[src/rtl/merge_pkg.sv]
// Shared types and helpers for the N-input buffered merge.
// MERGE_N_BUF_TAG_EN adds the source index to each buffered word.
package merge_pkg;

   localparam int MERGE_MAX_IN = 16;
   localparam int MERGE_SELW   = $clog2(MERGE_MAX_IN);

   typedef logic [MERGE_SELW-1:0] sel_t;

   function automatic logic sel_out_of_range(input sel_t s, input int num_in);
      return int'(s) >= num_in;
   endfunction

   function automatic int tag_width(input int selw);
`ifdef MERGE_N_BUF_TAG_EN
      return selw;
`else
      return 0;
`endif
   endfunction

endpackage

[src/rtl/merge_sync_fifo.sv]
// Single-clock FIFO with occupancy count; head word is read combinationally.
module merge_sync_fifo #(
   parameter int WIDTH = 33,
   parameter int DEPTH = 4
) (
   input  logic                       clk,
   input  logic                       rst_n,
   input  logic                       push,
   input  logic [WIDTH-1:0]           din,
   input  logic                       pop,
   output logic [WIDTH-1:0]           dout,
   output logic                       full,
   output logic                       empty,
   output logic [$clog2(DEPTH):0]     count
);

   localparam int AW = $clog2(DEPTH);
   localparam int CW = AW + 1;

   logic [WIDTH-1:0] mem [DEPTH];
   logic [AW-1:0]    wr_ptr;
   logic [AW-1:0]    rd_ptr;
   logic             do_push;
   logic             do_pop;

   assign full    = (count == CW'(DEPTH));
   assign empty   = (count == '0);
   assign do_push = push & ~full;
   assign do_pop  = pop & ~empty;

   always_ff @(posedge clk or negedge rst_n) begin
      if (!rst_n) begin
         wr_ptr <= '0;
         rd_ptr <= '0;
         count  <= '0;
      end else begin
         if (do_push) wr_ptr <= wr_ptr + AW'(1);
         if (do_pop)  rd_ptr <= rd_ptr + AW'(1);
         case ({do_push, do_pop})
            2'b10:   count <= count + CW'(1);
            2'b01:   count <= count - CW'(1);
            default: count <= count;
         endcase
      end
   end

   always_ff @(posedge clk) begin
      if (do_push) mem[wr_ptr] <= din;
   end

   // When empty, keep presenting the most recently read slot rather than the next write slot.
   assign dout = empty ? mem[rd_ptr - AW'(1)] : mem[rd_ptr];

endmodule

[src/rtl/merge_n_buf.sv]
// Select-steered merge of NUM_IN valid/ready streams into a buffered output.
// MERGE_N_BUF_TAG_EN: each output word carries its source index in the MSBs.
module merge_n_buf
   import merge_pkg::*;
#(
   parameter int WIDTH  = 33,
   parameter int NUM_IN = 4,
   parameter int DEPTH  = 4,
   parameter int SELW   = $clog2(NUM_IN)
) (
   input  logic                                clk,
   input  logic                                rst_n,
   input  logic [NUM_IN-1:0]                   in_valid,
   output logic [NUM_IN-1:0]                   in_ready,
   input  logic [NUM_IN*WIDTH-1:0]             in_data,
   input  logic                                sel_valid,
   output logic                                sel_ready,
   input  logic [SELW-1:0]                     sel_data,
   output logic                                out_valid,
   input  logic                                out_ready,
   output logic [WIDTH+tag_width(SELW)-1:0]    out_data,
   output logic [$clog2(DEPTH):0]              count,
   output logic                                err_sel
);

   localparam int OW = WIDTH + tag_width(SELW);

   logic             full;
   logic             empty;
   logic             sel_oor;
   logic             push;
   logic [WIDTH-1:0] sel_word;
   logic [OW-1:0]    fifo_din;

   assign sel_oor = sel_out_of_range(sel_t'(sel_data), NUM_IN);

   // Readies are held low during reset so no transfer can straddle it.
   always_comb begin
      in_ready  = '0;
      sel_ready = 1'b0;
      sel_word  = '0;
      if (rst_n) begin
         if (sel_oor) begin
            sel_ready = sel_valid;
         end else begin
            for (int i = 0; i < NUM_IN; i++) begin
               if (sel_data == SELW'(i)) begin
                  in_ready[i] = sel_valid & in_valid[i] & ~full;
                  sel_ready   = sel_valid & in_valid[i] & ~full;
                  sel_word    = in_data[i*WIDTH +: WIDTH];
               end
            end
         end
      end
   end

   assign push = |in_ready;

`ifdef MERGE_N_BUF_TAG_EN
   assign fifo_din = {sel_data, sel_word};
`else
   assign fifo_din = sel_word;
`endif

   always_ff @(posedge clk or negedge rst_n) begin
      if (!rst_n)                  err_sel <= 1'b0;
      else if (sel_valid & sel_oor) err_sel <= 1'b1;
   end

   merge_sync_fifo #(
      .WIDTH (OW),
      .DEPTH (DEPTH)
   ) u_fifo (
      .clk   (clk),
      .rst_n (rst_n),
      .push  (push),
      .din   (fifo_din),
      .pop   (out_ready),
      .dout  (out_data),
      .full  (full),
      .empty (empty),
      .count (count)
   );

   assign out_valid = ~empty;

endmodule

[config.mk]
export PLATFORM = sky130hd
export DESIGN_NAME = merge_n_buf
export DESIGN_NICKNAME = d
export VERILOG_FILES = /design/src/rtl/merge_pkg.sv /design/src/rtl/merge_sync_fifo.sv /design/src/rtl/merge_n_buf.sv
export SDC_FILE = /design/constraint.sdc
export NUM_CORES = 1
export LEC_CHECK = 0
export ABC_AREA = 1
export ABC_CLOCK_PERIOD_IN_PS = 3800
export CAP_MARGIN = 5
export CORE_UTILIZATION = 35
export DETAILED_ROUTE_END_ITERATION = 8
export PLACE_DENSITY = 0.58
export SYNTH_ARGS = -nofsm -noshare
export SYNTH_HDL_FRONTEND = slang
export SYNTH_HIERARCHICAL = 1
export SYNTH_SLANG_ARGS = --single-unit
export TNS_END_PERCENT = 10
[constraint.sdc]
create_clock -name clk -period 3.8 [get_ports clk]
set_clock_uncertainty 0.1 [all_clocks]
set_input_delay 0.76 -clock clk [delete_from_list [all_inputs] [get_ports clk]]
set_output_delay 0.76 -clock clk [all_outputs]
set_load 0.02 [all_outputs]
==> flow_summary.yaml <==
status:
  status: "finished clean"
worst_setup_path:
  critPathMaxStageDelay_ps: 620
  path_common_cell: "nand2_1"
  crit_family: "buffers and inverters"
  endpoint_kind: "primary output"
  arrival_ps: 2730
  r2r_slack_ps: 1100
  critPathMaxFanout: 35
  path_cells: "buf_4 -> nand2_1 -> nand2_2 -> buf_4 -> nand2_1 -> nand2_1 -> nand2_1 -> nand2_1 -> clkdlybuf4s50_1"
  slowest_stage: "clkdlybuf4s50_1"
  crit_type: "reg -> out"
  cp.buffers_inverters: 3
  critical_path_required_ps: 2940
  start_kind: "flop"
  reg2reg_to: "u_fifo/count[2]"
  r2r_cells: 15
  regToRegStartpoint: "u_fifo/count[1]"
clock_tree:
  clkSinkCount: 139
  ctsResizeCount: 0
  postCtsSetupRepairBufs: 0
  path_clk_slew_ps: 60
  h-tree-depth: 4
  cts_tree: "built"
  cts_hold_buf: 0
  cts_root_buf: "clkbuf_16"
  cts_buffers: 17
  cts.path.max_buffers: 2
  clk_latency_ps: 420
sta:
  hold_viol_final: 0
  final.setup.tns_ps: 0
  relSlewSlack_pct: 44.01
  rsz0062_at_grt: "false"
  finalMaxSlewViolations: 0
  max_freq_ghz: 0.2785
  layout_min_cycle_time_ps: 3591
  fin_crit_sh_pct: 94.50
  setup_viol: 0
  worst_slew_pin_slew_ps: 839.9
synth:
  syn_nets: 1466
  yosysSeqAreaShare_pct: 45.01
  ys_dominant_reg_cell: "edfxtp_1"
  synth_edf_count: 132
  ys.warnings.count: 6
  ys_ff_latch: 139
  synthDistinctLibCells: 28
  syn_inst: 1318
  synthArstFlopShare_pct: 5.036
  synth.avg_cell_area_um2: 6.977
  synth_area_um2: 9195
pwr:
  ir_worst_vdd_mv: 0.4348
  p_per_area_nw_per_um2: 642.0
  p_total_mw: 7.561
  leakage_nw: 5.915
die:
  io-pin-count: 185
  die_h_um: 164.1
  die_area_um2: 26920
  design.core.area_um2: 25470
  die_w_um: 164.1
  row_count: 58
  initial_core_util_pct: 36.10
global_route:
  grt.overflow.total: 0
  grt_pass1_vias: 7958
  grt_max_degree: 85
  antenna_found_initial: 0
  grt_pass1_wl_um: 39850
  grt_usage_pct: 19.45
place:
  post-dp-hpwl_um: 16670
  portBuffers: 183
  gp_congestion: 0.8072
layout:
  final_layout_size_suffix_gt1_share_pct: 4.848
  layout_commonest_cell: "nand2_1"
  final_cell_mix: "658 x nand2_1, 206 x inv_1, 183 x clkdlybuf4s50_1, 132 x edfxtp_1, 104 x nand3_1"
  diodes: 0
  area_growth_pct: 28.07
  multi_input_comb_area_um2: 3787
  seq_area_um2: 4143
  final_nets: 1620
  nFillCells: 2491
worst_hold_path:
  whs_endpoint: "u_fifo/count[0]"
  hold_start: "u_fifo/count[0]"
  holdPathStages: 1
  min_path_type: "reg -> reg"
route:
  num_vias: 8175
  drtIter0Drc: 472
  wirelength_um: 24870
  route.detailed.drc: 0
  drtPass1Iterations: 7
  drtAntennaViolNets: 0
  wl_per_cell_um: 13.70
  viasPerCell: 4.504
job:
  drv_cap: 0
[worst max-delay path by stage]
stage                     start               end  slack (ps)  cells after the start
3_5_place_dp        sel_data[0]         sel_ready         370                      9
6_report       u_fifo/rd_ptr[1]       out_data[1]         210                      9
5_1_grt        u_fifo/rd_ptr[1]       out_data[1]           5                      9
2_1_floorplan       sel_data[1]  u_fifo/mem[0][0]         290                      9
3_3_place_gp        sel_data[0]         sel_ready         370                      9
4_1_cts        u_fifo/rd_ptr[1]       out_data[1]          80                      9
[flip-flops by register name, summed over array words and instances, names as in the netlist]
register       cells
u_fifo/rd_ptr      2
u_fifo/count       3
u_fifo/wr_ptr      2
u_fifo/mem       132
[synthesized netlist by cell type (all sizes together) (3+ instances only)]
library cell,number,area [um2]
nand2,671,2556
inv,210,793.3
edfxtp,132,3964
nand3,105,530.5
buf,60,439.2
nor2,47,209.0
o21ai,34,170.2
a21oi,15,75.07
nand3b,13,110.1
clkbuf,11,43.79
dfrtp,7,175.2
ha,5,62.56
xor2,3,26.28
[logic make-up (layout without fill, tap and decap cells)]
kind of cell	after synthesis	count (layout)	share of synthesized area, %
other cells	1	1	0.04078
compound gates	49	49	2.667
flops	139	139	45.01
simple gates	836	836	37.04
buf+inv	283	450	13.96
fa+ha+maj	6	6	0.8981
xor+xnor	4	4	0.3811
[stage by stage]
step	utilization, %	instances	hold slack (ps)	instance area (um2)	setup slack, ps
2_1_floorplan	-	1318	364.4	9195	286.6
3_3_place_gp	44.09	1783	390.6	11230	365.2
3_5_place_dp	44.09	1783	396.8	11230	370.3
4_1_cts	46.21	1815	413.0	11770	83.81
5_1_grt	46.23	1815	421.7	11780	5.234
6_report	46.23	1815	407.8	11780	208.8
[layout make-up]
cell class              count  share of cell area, %
multi-input cells         896                  32.16
inverters                 212                  6.800
clock buffers              29                  4.250
flip-flops and latches    139                  35.18
clock inverters             3                 0.3400
well taps                 330                  3.506
repair buffers            206                  17.76
[per-layer routing]
| layer | part of all wire (%) | vias to the layer above | global-route usage (%) |
|---|---|---|---|
| met2 | 46 | 262 | 32.18 |
| li1 | - | 4303 | - |
| met1 | 45 | 3580 | 24.39 |
| met5 | 0 | - | 0 |
| met3 | 7.7 | 30 | 5.253 |
| met4 | 1.6 | 0 | 6.481 |
[worst reg2reg max path, delay by kind of cell, from the launching register on]
kind | cells | cell delay [ps]
simple gates | 8 | 920
fa+ha+maj | 2 | 610
flops | 1 | 400
xor+xnor | 1 | 150
buf+inv | 4 | 410
[report_power, final]
group	internal (mW)	switching (mW)
Sequential	1.82	0.0665
Combinational	1.55	2.61
Clock	0.950	0.566
Total	4.32	3.24
No activity file was read; power rests on OpenSTA's default activity.
